<file path="config.mk">
export PLATFORM = sky130hd
export DESIGN_NAME = miriscv_lsu
export DESIGN_NICKNAME = d
export VERILOG_FILES = /design/src/rtl/miriscv_lsu.sv
export SDC_FILE = /design/constraint.sdc
export NUM_CORES = 1
export LEC_CHECK = 0
export ABC_CLOCK_PERIOD_IN_PS = 5700
export CORE_ASPECT_RATIO = 0.7
export CORE_MARGIN = 4
export CORE_UTILIZATION = 47
export CTS_BUF_LIST = sky130_fd_sc_hd__clkbuf_8
export CTS_CLUSTER_SIZE = 10
export DETAILED_ROUTE_END_ITERATION = 8
export GPL_TIMING_DRIVEN = 0
export PLACE_DENSITY = 0.91
export SYNTH_ARGS = -nofsm -noshare
export SYNTH_HDL_FRONTEND = slang
export SYNTH_SLANG_ARGS = --single-unit
</file>
<file path="constraint.sdc">
create_clock -name clk_i -period 5.7 [get_ports clk_i]
set_input_delay 1.14 -clock clk_i [delete_from_list [all_inputs] [get_ports clk_i]]
set_output_delay 1.14 -clock clk_i [all_outputs]
set_load 0.05 [all_outputs]
</file>
<file path="src/rtl/miriscv_lsu.sv">
// MIRISCV load/store unit: one memory access per request, stalls the pipeline until data_rvalid_i.
// MIRISCV_LSU_MISALIGN_TRAP_EN: misaligned half/word accesses skip the bus and pulse lsu_misalign_o.
module miriscv_lsu (
  input  logic        clk_i,
  input  logic        arst_i,
  input  logic        lsu_req_i,
  input  logic        lsu_we_i,
  input  logic [1:0]  lsu_size_i,
  input  logic        lsu_uns_i,
  input  logic [31:0] lsu_addr_i,
  input  logic [31:0] lsu_wdata_i,
  input  logic        lsu_kill_i,
  output logic        lsu_stall_o,
  output logic        lsu_done_o,
  output logic [31:0] lsu_rdata_o,
  output logic        lsu_misalign_o,
  output logic        data_req_o,
  output logic        data_we_o,
  output logic [3:0]  data_be_o,
  output logic [31:0] data_addr_o,
  output logic [31:0] data_wdata_o,
  input  logic        data_rvalid_i,
  input  logic [31:0] data_rdata_i
);

  typedef enum logic [1:0] {IDLE, REQ, WAIT, DONE} state_t;

  state_t      state_q, state_d;
  logic        killed_q, killed_d;
  logic [1:0]  size_q;
  logic        uns_q;
  logic [1:0]  off_q;
  logic        data_req_q, data_we_q;
  logic [3:0]  data_be_q;
  logic [31:0] data_addr_q, data_wdata_q;
  logic        done_q, misalign_q;
  logic [31:0] rdata_q;

  logic        accept, load_upd, trap;
  logic [3:0]  be_c;
  logic [31:0] wdata_c, shifted_c, ext_c;

`ifdef MIRISCV_LSU_MISALIGN_TRAP_EN
  assign trap = (lsu_size_i == 2'b01) ? lsu_addr_i[0] :
                (lsu_size_i[1] ? (|lsu_addr_i[1:0]) : 1'b0);
`else
  assign trap = 1'b0;
`endif

  // Store formatting replicates the operand into every lane so the enables pick the right one.
  always_comb begin
    be_c    = 4'b1111;
    wdata_c = lsu_wdata_i;
    case (lsu_size_i)
      2'b00: begin
        be_c    = 4'b0001 << lsu_addr_i[1:0];
        wdata_c = {4{lsu_wdata_i[7:0]}};
      end
      2'b01: begin
        be_c    = 4'b0011 << {lsu_addr_i[1], 1'b0};
        wdata_c = {2{lsu_wdata_i[15:0]}};
      end
      default: begin
        be_c    = 4'b1111;
        wdata_c = lsu_wdata_i;
      end
    endcase
  end

  always_comb begin
    shifted_c = data_rdata_i;
    ext_c     = data_rdata_i;
    case (size_q)
      2'b00: begin
        shifted_c = data_rdata_i >> {off_q, 3'b000};
        ext_c     = {{24{~uns_q & shifted_c[7]}}, shifted_c[7:0]};
      end
      2'b01: begin
        shifted_c = data_rdata_i >> {off_q[1], 4'b0000};
        ext_c     = {{16{~uns_q & shifted_c[15]}}, shifted_c[15:0]};
      end
      default: begin
        shifted_c = data_rdata_i;
        ext_c     = data_rdata_i;
      end
    endcase
  end

  always_comb begin
    state_d     = state_q;
    killed_d    = killed_q;
    accept      = 1'b0;
    load_upd    = 1'b0;
    lsu_stall_o = 1'b0;
    case (state_q)
      IDLE: begin
        lsu_stall_o = lsu_req_i;
        if (lsu_req_i && !lsu_kill_i) begin
          accept  = 1'b1;
          state_d = trap ? DONE : REQ;
        end
      end
      REQ: begin
        lsu_stall_o = 1'b1;
        state_d     = WAIT;
        if (lsu_kill_i) killed_d = 1'b1;
      end
      WAIT: begin
        lsu_stall_o = 1'b1;
        if (lsu_kill_i) killed_d = 1'b1;
        // A flushed access still drains its bus response, but never reports completion.
        if (data_rvalid_i) begin
          killed_d = 1'b0;
          if (killed_q || lsu_kill_i) begin
            state_d = IDLE;
          end else begin
            state_d  = DONE;
            load_upd = !data_we_q;
          end
        end
      end
      DONE: state_d = IDLE;
      default: state_d = IDLE;
    endcase
  end

  always_ff @(posedge clk_i or posedge arst_i) begin
    if (arst_i) begin
      state_q      <= IDLE;
      killed_q     <= 1'b0;
      size_q       <= 2'b00;
      uns_q        <= 1'b0;
      off_q        <= 2'b00;
      data_req_q   <= 1'b0;
      data_we_q    <= 1'b0;
      data_be_q    <= 4'b0000;
      data_addr_q  <= 32'd0;
      data_wdata_q <= 32'd0;
      done_q       <= 1'b0;
      misalign_q   <= 1'b0;
      rdata_q      <= 32'd0;
    end else begin
      state_q    <= state_d;
      killed_q   <= killed_d;
      data_req_q <= accept && !trap;
      done_q     <= (state_d == DONE);
      misalign_q <= accept && trap;
      if (accept) begin
        size_q       <= lsu_size_i;
        uns_q        <= lsu_uns_i;
        off_q        <= lsu_addr_i[1:0];
        data_we_q    <= lsu_we_i;
        data_be_q    <= be_c;
        data_addr_q  <= {lsu_addr_i[31:2], 2'b00};
        data_wdata_q <= wdata_c;
      end
      if (load_upd) rdata_q <= ext_c;
    end
  end

  assign lsu_done_o     = done_q;
  assign lsu_rdata_o    = rdata_q;
  assign lsu_misalign_o = misalign_q;
  assign data_req_o     = data_req_q;
  assign data_we_o      = data_we_q;
  assign data_be_o      = data_be_q;
  assign data_addr_o    = data_addr_q;
  assign data_wdata_o   = data_wdata_q;

endmodule

</file>
==> parameters.txt, run 1 <==
Parameter                              Value

Status
  Run status    complete, no violations

Synth
  FF+latch count, synth    109
  Number of flops mapped to enable cells by yosys    0
  Post-synthesis sequential area ratio    between 50% and 60%
  Post-synth top flop    dfrtp_1
  Netlist Area Pre-Place    ~0.0049 sq mm
  Average size of a mapped cell    about 9.1 sq um
  Synthesis Warnings    0
  Netlist cell types    34
  Share of flip-flops with an asynchronous set or reset    100%
  Synthesized netlist cell count    around 550

Route
  Number of design-rule violations left by the first detailed-router iteration    ~260
  Via density    between 5 and 6
  Count of nets left with antenna violations after detail routing    0
  Avg WL per Cell    roughly 18 microns
  Number of optimization iterations in the first detailed-route pass    5
  Vias post-DR    between 4000 and 5000
  Aggregate routed wire length    roughly 16000 microns
  Remaining DRCs    0

Timing
  Worst Max-Slew Pin Slew    between 0.8 and 0.9 ns
  Endpoints failing setup    0
  Setup skew after layout    approximately 0.012 ns
  Pins Over Slew Limit    0
  Post-route minimum period    around 3.7 ns
  Final Hold Viols    0
  Setup TNS    0 ns
  Unrepaired setup endpoints after global routing    no
  Part of the cycle the worst path needs    roughly two thirds
  Fmax    about 270 MHz
  Remaining max-slew budget at the tightest pin    between 40% and 50%

Critical path
  Data arrival time of the critical path    between 2 and 3 ns
  Worst Path Required    4.56 ns
  Worst setup path class    primary input to output port
  Worst-case register-to-register setup slack    roughly 3.4 ns
  Cell family with most CP delay    buffers and inverters
  Kind of capture point of the worst setup path    output port
  Sum of buffers and inverters on the critical path    2
  R2R Path Start    state_q[0]
  Capturing element of the worst setup path    lsu_stall_o
  Biggest fanout along the worst timing path    3
  Largest stage delay, worst path    0.81 ns
  Timing startpoint of the critical path    lsu_req_i
  Slowest stage cell on the critical path    clkdlybuf4s50_1
  Reg2reg path depth    7
  Startpoint class of the critical path    primary input
  Capture instance of the worst register-to-register path    lsu_rdata_o[0]
  Crit-path cells    clkdlybuf4s50_1 > a21oi_1 > nor2_1 > clkdlybuf4s50_1
  Critical Path Most Common Cell    clkdlybuf4s50_1
  Logic depth of the worst path, buffers included    4

Placement
  Global placer's final weighted congestion    between 0.8 and 0.9
  Detailed placer's ending HPWL    between 10000 and 15000 microns
  PortBufs    ~200
  DP Cell Count    between 800 and 900

CTS
  Number of sinks on the clock net    109
  CTS clk-pin slew, worst paths    approximately 0.09 ns
  Count of instances resized after the clock tree is built    0
  Post-CTS setup buffers    0
  TritonCTS clock tree    built
  Inserted Clock Buffers    9
  Maximum clock insertion buffer count    2
  Clock insertion delay at the later pin of the skew report    between 0.3 and 0.4 ns
  Buffer cell driving the clock tree root    clkbuf_8
  H-tree depth    3
  Number of hold buffers added after cts    0

Die
  Horizontal die dimension    approximately 130 microns
  Area of the core region    0.0103 sq mm
  Rows    31
  Starting utilization of the core area    between 40% and 50%
  Die Height    93.8 microns
  Die outline area    0.0123 sq mm
  # IOs    between 200 and 250

Final layout
  Number of antenna diodes    0
  Signed area change from the synthesized netlist to the final layout    49.5%
  Post-layout utilization of the core    about 72%
  Fraction of layout cells with a size suffix above 1    between 3 and 4%
  Number of nets at the end of the flow    roughly 880
  Cell Count, Final, Fillers Out    about 900

Power
  Overall Power    between 4 and 5 mW
  Worst VDD drop    slightly below 0.4 mV
  Power density relative to cell area    622 mW/mm^2
  Leak Pwr    3.40 nW

Global route
  GRT Util Overall    between 20% and 30%
  Maximum number of pins on one net before global-route repair    60
  Vias in the first global route    roughly 5000
  Initial antenna violation count    0
  Wire length of the first global-routing pass    between 20000 and 30000 microns
  Aggregate global routing overflow    0

Flow run
  Max-cap violations    0

Hold path
  Min-Delay Path Class    register to register
## registers in the layout, indices dropped and copies added (netlist names)
signal	flops
data_wdata_o	32
uns_q	1
state_q	2
killed_q	1
size_q	2
off_q	2
data_addr_o	30
data_req_o	1
lsu_rdata_o	32
lsu_done_o	1
data_be_o	4
data_we_o	1
## metal layers
| layer | vias up | GRT usage (%) | wire length (microns) |
|---|---|---|---|
| met1 | 2311 | 33.0 | 6450 |
| met2 | 257 | 42.4 | 7500 |
| met4 | 0 | 8.22 | 371 |
| li1 | 2238 | - | - |
| met5 | - | 0 | 0 |
| met3 | 38 | 9.43 | 1770 |
## worst min path at each step
stage | from | slack (ns) | to | cells past startpoint
finish | data_addr_o[4] | 0.48 | data_addr_o[4] | 2
global route | lsu_rdata_o[14] | 0.51 | lsu_rdata_o[14] | 1
CTS | data_addr_o[4] | 0.49 | data_addr_o[4] | 2
detailed placement | data_addr_o[20] | 0.46 | data_addr_o[20] | 2
global placement | data_addr_o[2] | 0.46 | data_addr_o[2] | 2
floorplan | uns_q | 0.47 | uns_q | 2
## layout by cell type, fill, tap and decap left out, types with 18 or more instances in the layout
| cell type | count |
|---|---|
| a21oi_1 | 43 |
| clkbuf_1 | 18 |
| clkdlybuf4s50_1 | 206 |
| dfrtp_1 | 109 |
| mux2i_1 | 34 |
| nand2_1 | 187 |
| nor2_1 | 38 |
| o21ai_0 | 46 |
## cell families after synthesis
| logic type | share of synthesized area [%] |
|---|---|
| compound gates | 13.5 |
| fa+ha+maj | 1.01 |
| buf+inv | 3.72 |
| flops | 55.2 |
| mux | 7.34 |
| other cells | 0.0758 |
| simple gates | 19.2 |
## Yosys cell counts (all sizes together) (2+ instances only)
cell	instances	share of area, %
mux2i	34	6.9
buf	16	1.7
dfrtp	109	55
o21ai	47	4.8
nand2	187	14
nor2	38	2.9
nand2b	2	0.25
or3	7	0.89
a21o	9	1.4
inv	8	0.61
o221a	7	1.6
ha	4	1.0
a21oi	44	4.7
clkbuf	18	1.4
## cell type report
class | count | area, sq um
fill | 747 | 2930
sequential | 109 | 2730
timing repair buffer | 207 | 2090
multi-input combinational | 396 | 2040
tap | 132 | 165
buffer | 34 | 150
clock buffer | 9 | 124
clock inverter | 6 | 57.6
inverter | 9 | 36.3
## worst min-delay path, delay by kind of cell, from the launching register on
family	cells	cell delay (ns)
DFF	1	0.35
and+or+nand+nor	2	0.10
## where the power goes
group	total, mW	switching (mW)	internal (mW)	leakage (nW)
combinational	2.79	1.89	0.894	1.94
sequential	1.36	0.229	1.13	1.36
clock	0.456	0.259	0.197	0.0937
total	4.60	2.38	2.22	3.40
## through the flow
stage	cell area, sq um	hold WS [ns]	setup WS (ns)
CTS	7390	0.490	1.95
global placement	7180	0.458	0.246
global route	7390	0.508	1.87
detailed placement	7210	0.462	1.96
floorplan	4950	0.470	1.69
finish	7390	0.483	1.95
(Power assumes the default switching activity.)
==> run 2: changes to the inputs <==
- ABC_CLOCK_PERIOD_IN_PS: 5700 -> 3220
- CORE_UTILIZATION: 47 -> 40
- PLACE_DENSITY: 0.91 -> 0.83
- clock period: 5.7 -> 3.22 ns (I/O delays scaled with it)
==> parameters.txt, run 2 (synthesized netlist as in run 1, its figures left out) <==
Parameter                              Value

Placement
  Global placer's final weighted congestion    0.900 (was 0.896)
  DP Cell Count    913 (was 887)
  Worst slack after detailed placement    0.422 ns (was 1.96 ns)
  Detailed placer's ending HPWL    12900 microns (was 12600 microns)
  PortBufs    206 (unchanged)

Die
  Starting utilization of the core area    41.6% (was 47.9%)
  Rows    33 (was 31)
  Die Height    101 microns (was 93.8 microns)
  # IOs    210 (unchanged)
  Area of the core region    0.0119 sq mm (was 0.0103 sq mm)
  Die outline area    0.0142 sq mm (was 0.0123 sq mm)
  Horizontal die dimension    141 microns (was 131 microns)

Critical path
  Kind of capture point of the worst setup path    output port (unchanged)
  Worst setup path class    primary input to output port (unchanged)
  Data arrival time of the critical path    2.12 ns (was 2.61 ns)
  Biggest fanout along the worst timing path    3 (unchanged)
  R2R Path Start    state_q[0] (unchanged)
  Startpoint class of the critical path    primary input (unchanged)
  Reg2reg path depth    8 (was 7)
  Capture instance of the worst register-to-register path    data_wdata_o[7] (was lsu_rdata_o[0])
  Worst-case register-to-register setup slack    1.04 ns (was 3.36 ns)
  Worst Path Required    2.58 ns (was 4.56 ns)

Timing
  Post-route minimum period    2.76 ns
  Remaining max-slew budget at the tightest pin    42.8% (was 46.2%)
  Endpoints failing setup    0 (unchanged)
  Unrepaired setup endpoints after global routing    no (unchanged)
  Setup skew after layout    0.0101 ns (was 0.0118 ns)
  Final Hold Viols    0 (unchanged)
  Worst setup margin    0.457 ns (was 1.95 ns)
  Fmax    approximately 360 MHz
  Pins Over Slew Limit    0 (unchanged)
  Worst Max-Slew Pin Slew    0.855 ns (was 0.804 ns)
  Part of the cycle the worst path needs    85.8%
  Setup TNS    0 ns (unchanged)

Route
  Aggregate routed wire length    16100 microns (about the same)
  Number of optimization iterations in the first detailed-route pass    5 (unchanged)
  Number of design-rule violations left by the first detailed-router iteration    323 (was 264)
  Remaining DRCs    0 (unchanged)
  Via density    5.13 (was 5.37)
  Avg WL per Cell    17.4 microns (was 17.8 microns)
  Count of nets left with antenna violations after detail routing    0 (unchanged)
  Vias post-DR    4767 (was 4844)

Final layout
  Signed area change from the synthesized netlist to the final layout    50.9% (was 49.5%)
  Fraction of layout cells with a size suffix above 1    4.02% (was 3.51%)
  Fill cell instance count of the final layout    988 (was 747)
  Number of nets at the end of the flow    876 (was 875)
  Most frequent standard cell in the layout excluding fill and tap cells    clkdlybuf4s50_1 (unchanged)
  Cell Count, Final, Fillers Out    929 (was 902)
  Number of antenna diodes    0 (unchanged)
  Commonest cells after routing, fill and taps aside    clkdlybuf4s50_1, nand2_1, dfrtp_1, o21ai_0, a21oi_1 (unchanged)
  Post-layout utilization of the core    62.7% (was 71.6%)

Power
  Sequential share of power    29.4% (was 29.5%)
  Leak Pwr    3.41 nW (was 3.40 nW)
  Worst VDD drop    0.757 mV (was 0.387 mV)
  Switching Fraction    51.5% (was 51.7%)
  Portion of total power attributed to combinational logic    60.1% (was 60.6%)
  Cell internal pwr    3.97 mW (was 2.22 mW)
  Overall Power    8.18 mW (was 4.60 mW)
  Power density relative to cell area    1100 mW/mm^2 (was 622 mW/mm^2)
  Proportion of power drawn by the clock network    10.5% (was 9.9%)
  Switching power    4.22 mW (was 2.38 mW)

CTS
  Number of hold buffers added after cts    0 (unchanged)
  Count of instances resized after the clock tree is built    0 (unchanged)
  Maximum clock insertion buffer count    2 (unchanged)
  Inserted Clock Buffers    9 (unchanged)
  TritonCTS clock tree    built (unchanged)
  Post-CTS setup buffers    0 (unchanged)
  Number of sinks on the clock net    109 (unchanged)
  Clock insertion delay at the later pin of the skew report    0.37 ns (about the same)
  CTS clk-pin slew, worst paths    0.10 ns (was 0.09 ns)
  H-tree depth    3 (unchanged)
  Buffer cell driving the clock tree root    clkbuf_8 (unchanged)

Status
  Run status    complete, no violations (unchanged)

Hold path
  Start point of the worst min-delay path    data_addr_o[8] (was data_addr_o[4])
  Hold endpoint    data_addr_o[8] (was data_addr_o[4])
  Min-Delay Path Class    register to register (unchanged)
  Number of cells traversed by the worst hold path    2 (unchanged)

Global route
  Aggregate global routing overflow    0 (unchanged)
  Maximum number of pins on one net before global-route repair    45 (was 60)
  Wire length of the first global-routing pass    25000 microns (was 25100 microns)
  Vias in the first global route    4769 (was 5009)
  Initial antenna violation count    0 (unchanged)
  GRT Util Overall    22.3% (was 26.2%)

Flow run
  Max-cap violations    0 (unchanged)
-- run 2: worst max-delay path by stage --
stage	start	endpoint
2_1_floorplan	state_q[1]	lsu_stall_o
3_3_place_gp	arst_i	data_addr_o[2]
3_5_place_dp	lsu_kill_i	data_wdata_o[7]
4_1_cts	state_q[1]	lsu_stall_o
5_1_grt	state_q[1]	lsu_stall_o
6_report	lsu_req_i	lsu_stall_o
-- run 2: cell type report --
cell class / instances / area (sq um) / area share (%)
flip-flops and latches: 109 / 2730 / 36.6
repair buffers: 208 / 2100 / 28.2
multi-input cells: 396 / 2040 / 27.4
well taps: 157 / 196 / 2.63
plain buffers: 34 / 150 / 2.01
clock buffers: 10 / 138 / 1.85
clock inverters: 6 / 67.6 / 0.906
inverters: 9 / 37.5 / 0.503
-- run 2: power groups by stage --
stage	Sequential [mW]	Clock, mW	Combinational, mW
floorplan	4.41	0	1.11
global placement	2.38	0	4.82
detailed placement	2.43	0	4.92
CTS	2.41	0.886	4.94
global route	2.48	0.940	5.20
finish	2.41	0.861	4.91
-- run 2: critical path: stages --
cell	delay, ns
clkdlybuf4s50_1	0.50
a21oi_1	0.07
nor2_1	0.09
clkdlybuf4s50_1	0.81
-- run 2: metal layers --
metal / track usage (%) / share of wire, %
met3: 10.1 / 12
met1: 27.4 / 41
met2: 36.7 / 46
met5: 0 / 0
met4: 4.54 / 1.1
-- run 2: metrics by stage --
| step | cell area (sq um) | hold WS [ns] |
|---|---|---|
| after floorplan | 4960 | 0.470 |
| after global placement | 7210 | 0.457 |
| after detailed placement | 7250 | 0.462 |
| after CTS | 7460 | 0.489 |
| after global routing | 7460 | 0.511 |
| final | 7460 | 0.485 |
==> run 3: changes to the inputs <==
- CORE_UTILIZATION: 40 -> 39
- CTS_BUF_LIST: sky130_fd_sc_hd__clkbuf_8 -> sky130_fd_sc_hd__clkbuf_4 sky130_fd_sc_hd__clkbuf_8 sky130_fd_sc_hd__clkbuf_16
- PLACE_DENSITY: 0.83 -> 0.81
- TNS_END_PERCENT: not set -> 50
==> parameters.txt, run 3 (synthesized netlist as in run 1, its figures left out) <==
Parameter                              Value

Route
  Number of design-rule violations left by the first detailed-router iteration    236 (was 323)
  Remaining DRCs    0 (unchanged)
  Vias post-DR    4753 (was 4767)
  Number of optimization iterations in the first detailed-route pass    4 (was 5)
  Via density    5.09 (was 5.13)
  Count of nets left with antenna violations after detail routing    0 (unchanged)
  Aggregate routed wire length    15600 microns (was 16100 microns)
  Avg WL per Cell    16.7 microns (was 17.4 microns)

Hold path
  Start point of the worst min-delay path    data_addr_o[3] (was data_addr_o[8])
  Min-Delay Path Class    register to register (unchanged)
  Number of cells traversed by the worst hold path    2 (unchanged)
  Hold endpoint    data_addr_o[3] (was data_addr_o[8])

CTS
  Post-CTS setup buffers    0 (unchanged)
  Maximum clock insertion buffer count    2 (unchanged)
  Inserted Clock Buffers    9 (unchanged)
  Number of sinks on the clock net    109 (unchanged)
  TritonCTS clock tree    built (unchanged)
  CTS clk-pin slew, worst paths    0.07 ns (was 0.10 ns)
  H-tree depth    3 (unchanged)
  Count of instances resized after the clock tree is built    0 (unchanged)
  Number of hold buffers added after cts    0 (unchanged)
  Buffer cell driving the clock tree root    clkbuf_16 (was clkbuf_8)
  Clock insertion delay at the later pin of the skew report    0.34 ns (was 0.37 ns)

Critical path
  Biggest fanout along the worst timing path    3 (unchanged)
  Cell family with most CP delay    buffers and inverters (unchanged)
  Worst-case register-to-register setup slack    1.05 ns (was 1.04 ns)
  Worst setup path class    primary input to output port (unchanged)
  R2R Path Start    state_q[0] (unchanged)
  Reg2reg path depth    7 (was 8)
  Critical Path Most Common Cell    clkdlybuf4s50_1 (unchanged)
  Data arrival time of the critical path    2.13 ns (was 2.12 ns)
  Logic depth of the worst path, buffers included    4 (unchanged)
  Kind of capture point of the worst setup path    output port (unchanged)
  Crit-path cells    clkdlybuf4s50_1 > a21oi_1 > nor2_1 > clkdlybuf4s50_1 (unchanged)
  Capture instance of the worst register-to-register path    lsu_rdata_o[0] (was data_wdata_o[7])
  Sum of buffers and inverters on the critical path    2 (unchanged)
  Startpoint class of the critical path    primary input (unchanged)
  Largest stage delay, worst path    0.81 ns (about the same)
  Worst Path Required    2.58 ns (about the same)
  Slowest stage cell on the critical path    clkdlybuf4s50_1 (unchanged)

Die
  Area of the core region    0.0124 sq mm (was 0.0119 sq mm)
  Horizontal die dimension    143 microns (was 141 microns)
  Die outline area    0.0146 sq mm (was 0.0142 sq mm)
  Die Height    102 microns (was 101 microns)
  Rows    34 (was 33)
  Starting utilization of the core area    39.8% (was 41.6%)
  # IOs    210 (unchanged)

Timing
  Fmax    361 MHz (was 362 MHz)
  Remaining max-slew budget at the tightest pin    43.1% (was 42.8%)
  Final Hold Viols    0 (unchanged)
  Hold_ws    0.475 ns (was 0.485 ns)
  Endpoints failing setup    0 (unchanged)
  Worst Max-Slew Pin Slew    0.850 ns (was 0.855 ns)
  Setup TNS    0 ns (unchanged)
  Post-route minimum period    2.77 ns (was 2.76 ns)
  Pins Over Slew Limit    0 (unchanged)
  Unrepaired setup endpoints after global routing    no (unchanged)
  Setup skew after layout    0.00696 ns (was 0.0101 ns)
  Part of the cycle the worst path needs    86.1% (was 85.8%)
  Worst setup margin    0.448 ns (was 0.457 ns)

Final layout
  Fill cell instance count of the final layout    1013 (was 988)
  Design Area, Final    0.00760 sq mm (was 0.00746 sq mm)
  Number of antenna diodes    0 (unchanged)
  Cell Count, Final, Fillers Out    934 (was 929)
  Fraction of layout cells with a size suffix above 1    4.02% (unchanged)
  Post-layout utilization of the core    61.2% (was 62.7%)
  Number of nets at the end of the flow    876 (unchanged)
  Most frequent standard cell in the layout excluding fill and tap cells    clkdlybuf4s50_1 (unchanged)
  Signed area change from the synthesized netlist to the final layout    53.6% (was 50.9%)
  Commonest cells after routing, fill and taps aside    clkdlybuf4s50_1, nand2_1, dfrtp_1, o21ai_0, a21oi_1 (unchanged)

Placement
  Global placer's final weighted congestion    0.913 (was 0.900)
  DP Cell Count    918 (was 913)
  Worst slack after detailed placement    0.423 ns (was 0.422 ns)
  Detailed placer's ending HPWL    12200 microns (was 12900 microns)
  Post-DP Area    0.00726 sq mm (was 0.00725 sq mm)
  PortBufs    206 (unchanged)

Global route
  Wire length of the first global-routing pass    24700 microns (was 25000 microns)
  Maximum number of pins on one net before global-route repair    43 (was 45)
  Vias in the first global route    4767 (was 4769)
  Aggregate global routing overflow    0 (unchanged)
  Initial antenna violation count    0 (unchanged)
  GRT Util Overall    21.7% (was 22.3%)

Flow run
  Max-cap violations    0 (unchanged)

Power
  Overall Power    8.51 mW (was 8.18 mW)
  Worst VDD drop    0.642 mV (was 0.757 mV)
  Leak Pwr    3.47 nW (was 3.41 nW)
  Power density relative to cell area    1120 mW/mm^2 (was 1100 mW/mm^2)

Status
  Run status    complete, no violations (unchanged)
run 3: cell count changes in the layout (fill, tap and decap cells not counted):
cell / previous run / this run
inv_6: 2 / 0
clkinvlp_4: 3 / 2
bufinv_16: 1 / 2
clkbuf_4: 0 / 2
clkinv_2: 1 / 0
clkbuf_16: 0 / 9
clkbuf_8: 10 / 2
run 3: metal layers:
metal  up-vias  GRT usage [%]  wire [microns]
met5         -              0               0
met4         0           4.67             185
met2       215           32.9            6770
met3        15           9.40            1900
li1       2239              -               -
met1      2284           29.1            6760
run 3: area by class of cell:
cell class | count | area [sq um] | share of cell area, %
Clock buffer | 13 | 268 | 3.52
Sequential cell | 109 | 2730 | 35.9
Timing Repair Buffer | 208 | 2100 | 27.7
Tap cell | 162 | 203 | 2.67
Inverter | 9 | 37.5 | 0.494
Multi-Input combinational cell | 396 | 2040 | 26.9
Clock inverter | 3 | 67.6 | 0.889
Buffer | 34 | 150 | 1.98
run 3: worst register-to-register path: cells and delay by family (launching register included):
kind | cells | cell delay, ns
AO/OA/AOI/OAI | 2 | 0.34
AND/OR/NAND/NOR | 2 | 0.54
adder cells (fa/ha/maj) | 1 | 0.25
buffers and inverters | 2 | 0.58
flip-flops | 1 | 0.39
run 3: worst max path at each step:
stage / from / end / slack (ns)
final: lsu_req_i / lsu_stall_o / 0.45
after global routing: state_q[1] / lsu_stall_o / 0.34
after CTS: lsu_req_i / lsu_stall_o / 0.44
after detailed placement: lsu_kill_i / data_wdata_o[7] / 0.42
after global placement: arst_i / data_addr_o[11] / 0.21
after floorplan: state_q[1] / lsu_stall_o / 1.17
run 3: power breakdown:
group | leakage, nW | switching, mW | internal, mW
clock | 0.163 | 0.493 | 0.743
combinational | 1.95 | 3.31 | 1.58
sequential | 1.36 | 0.385 | 2.00
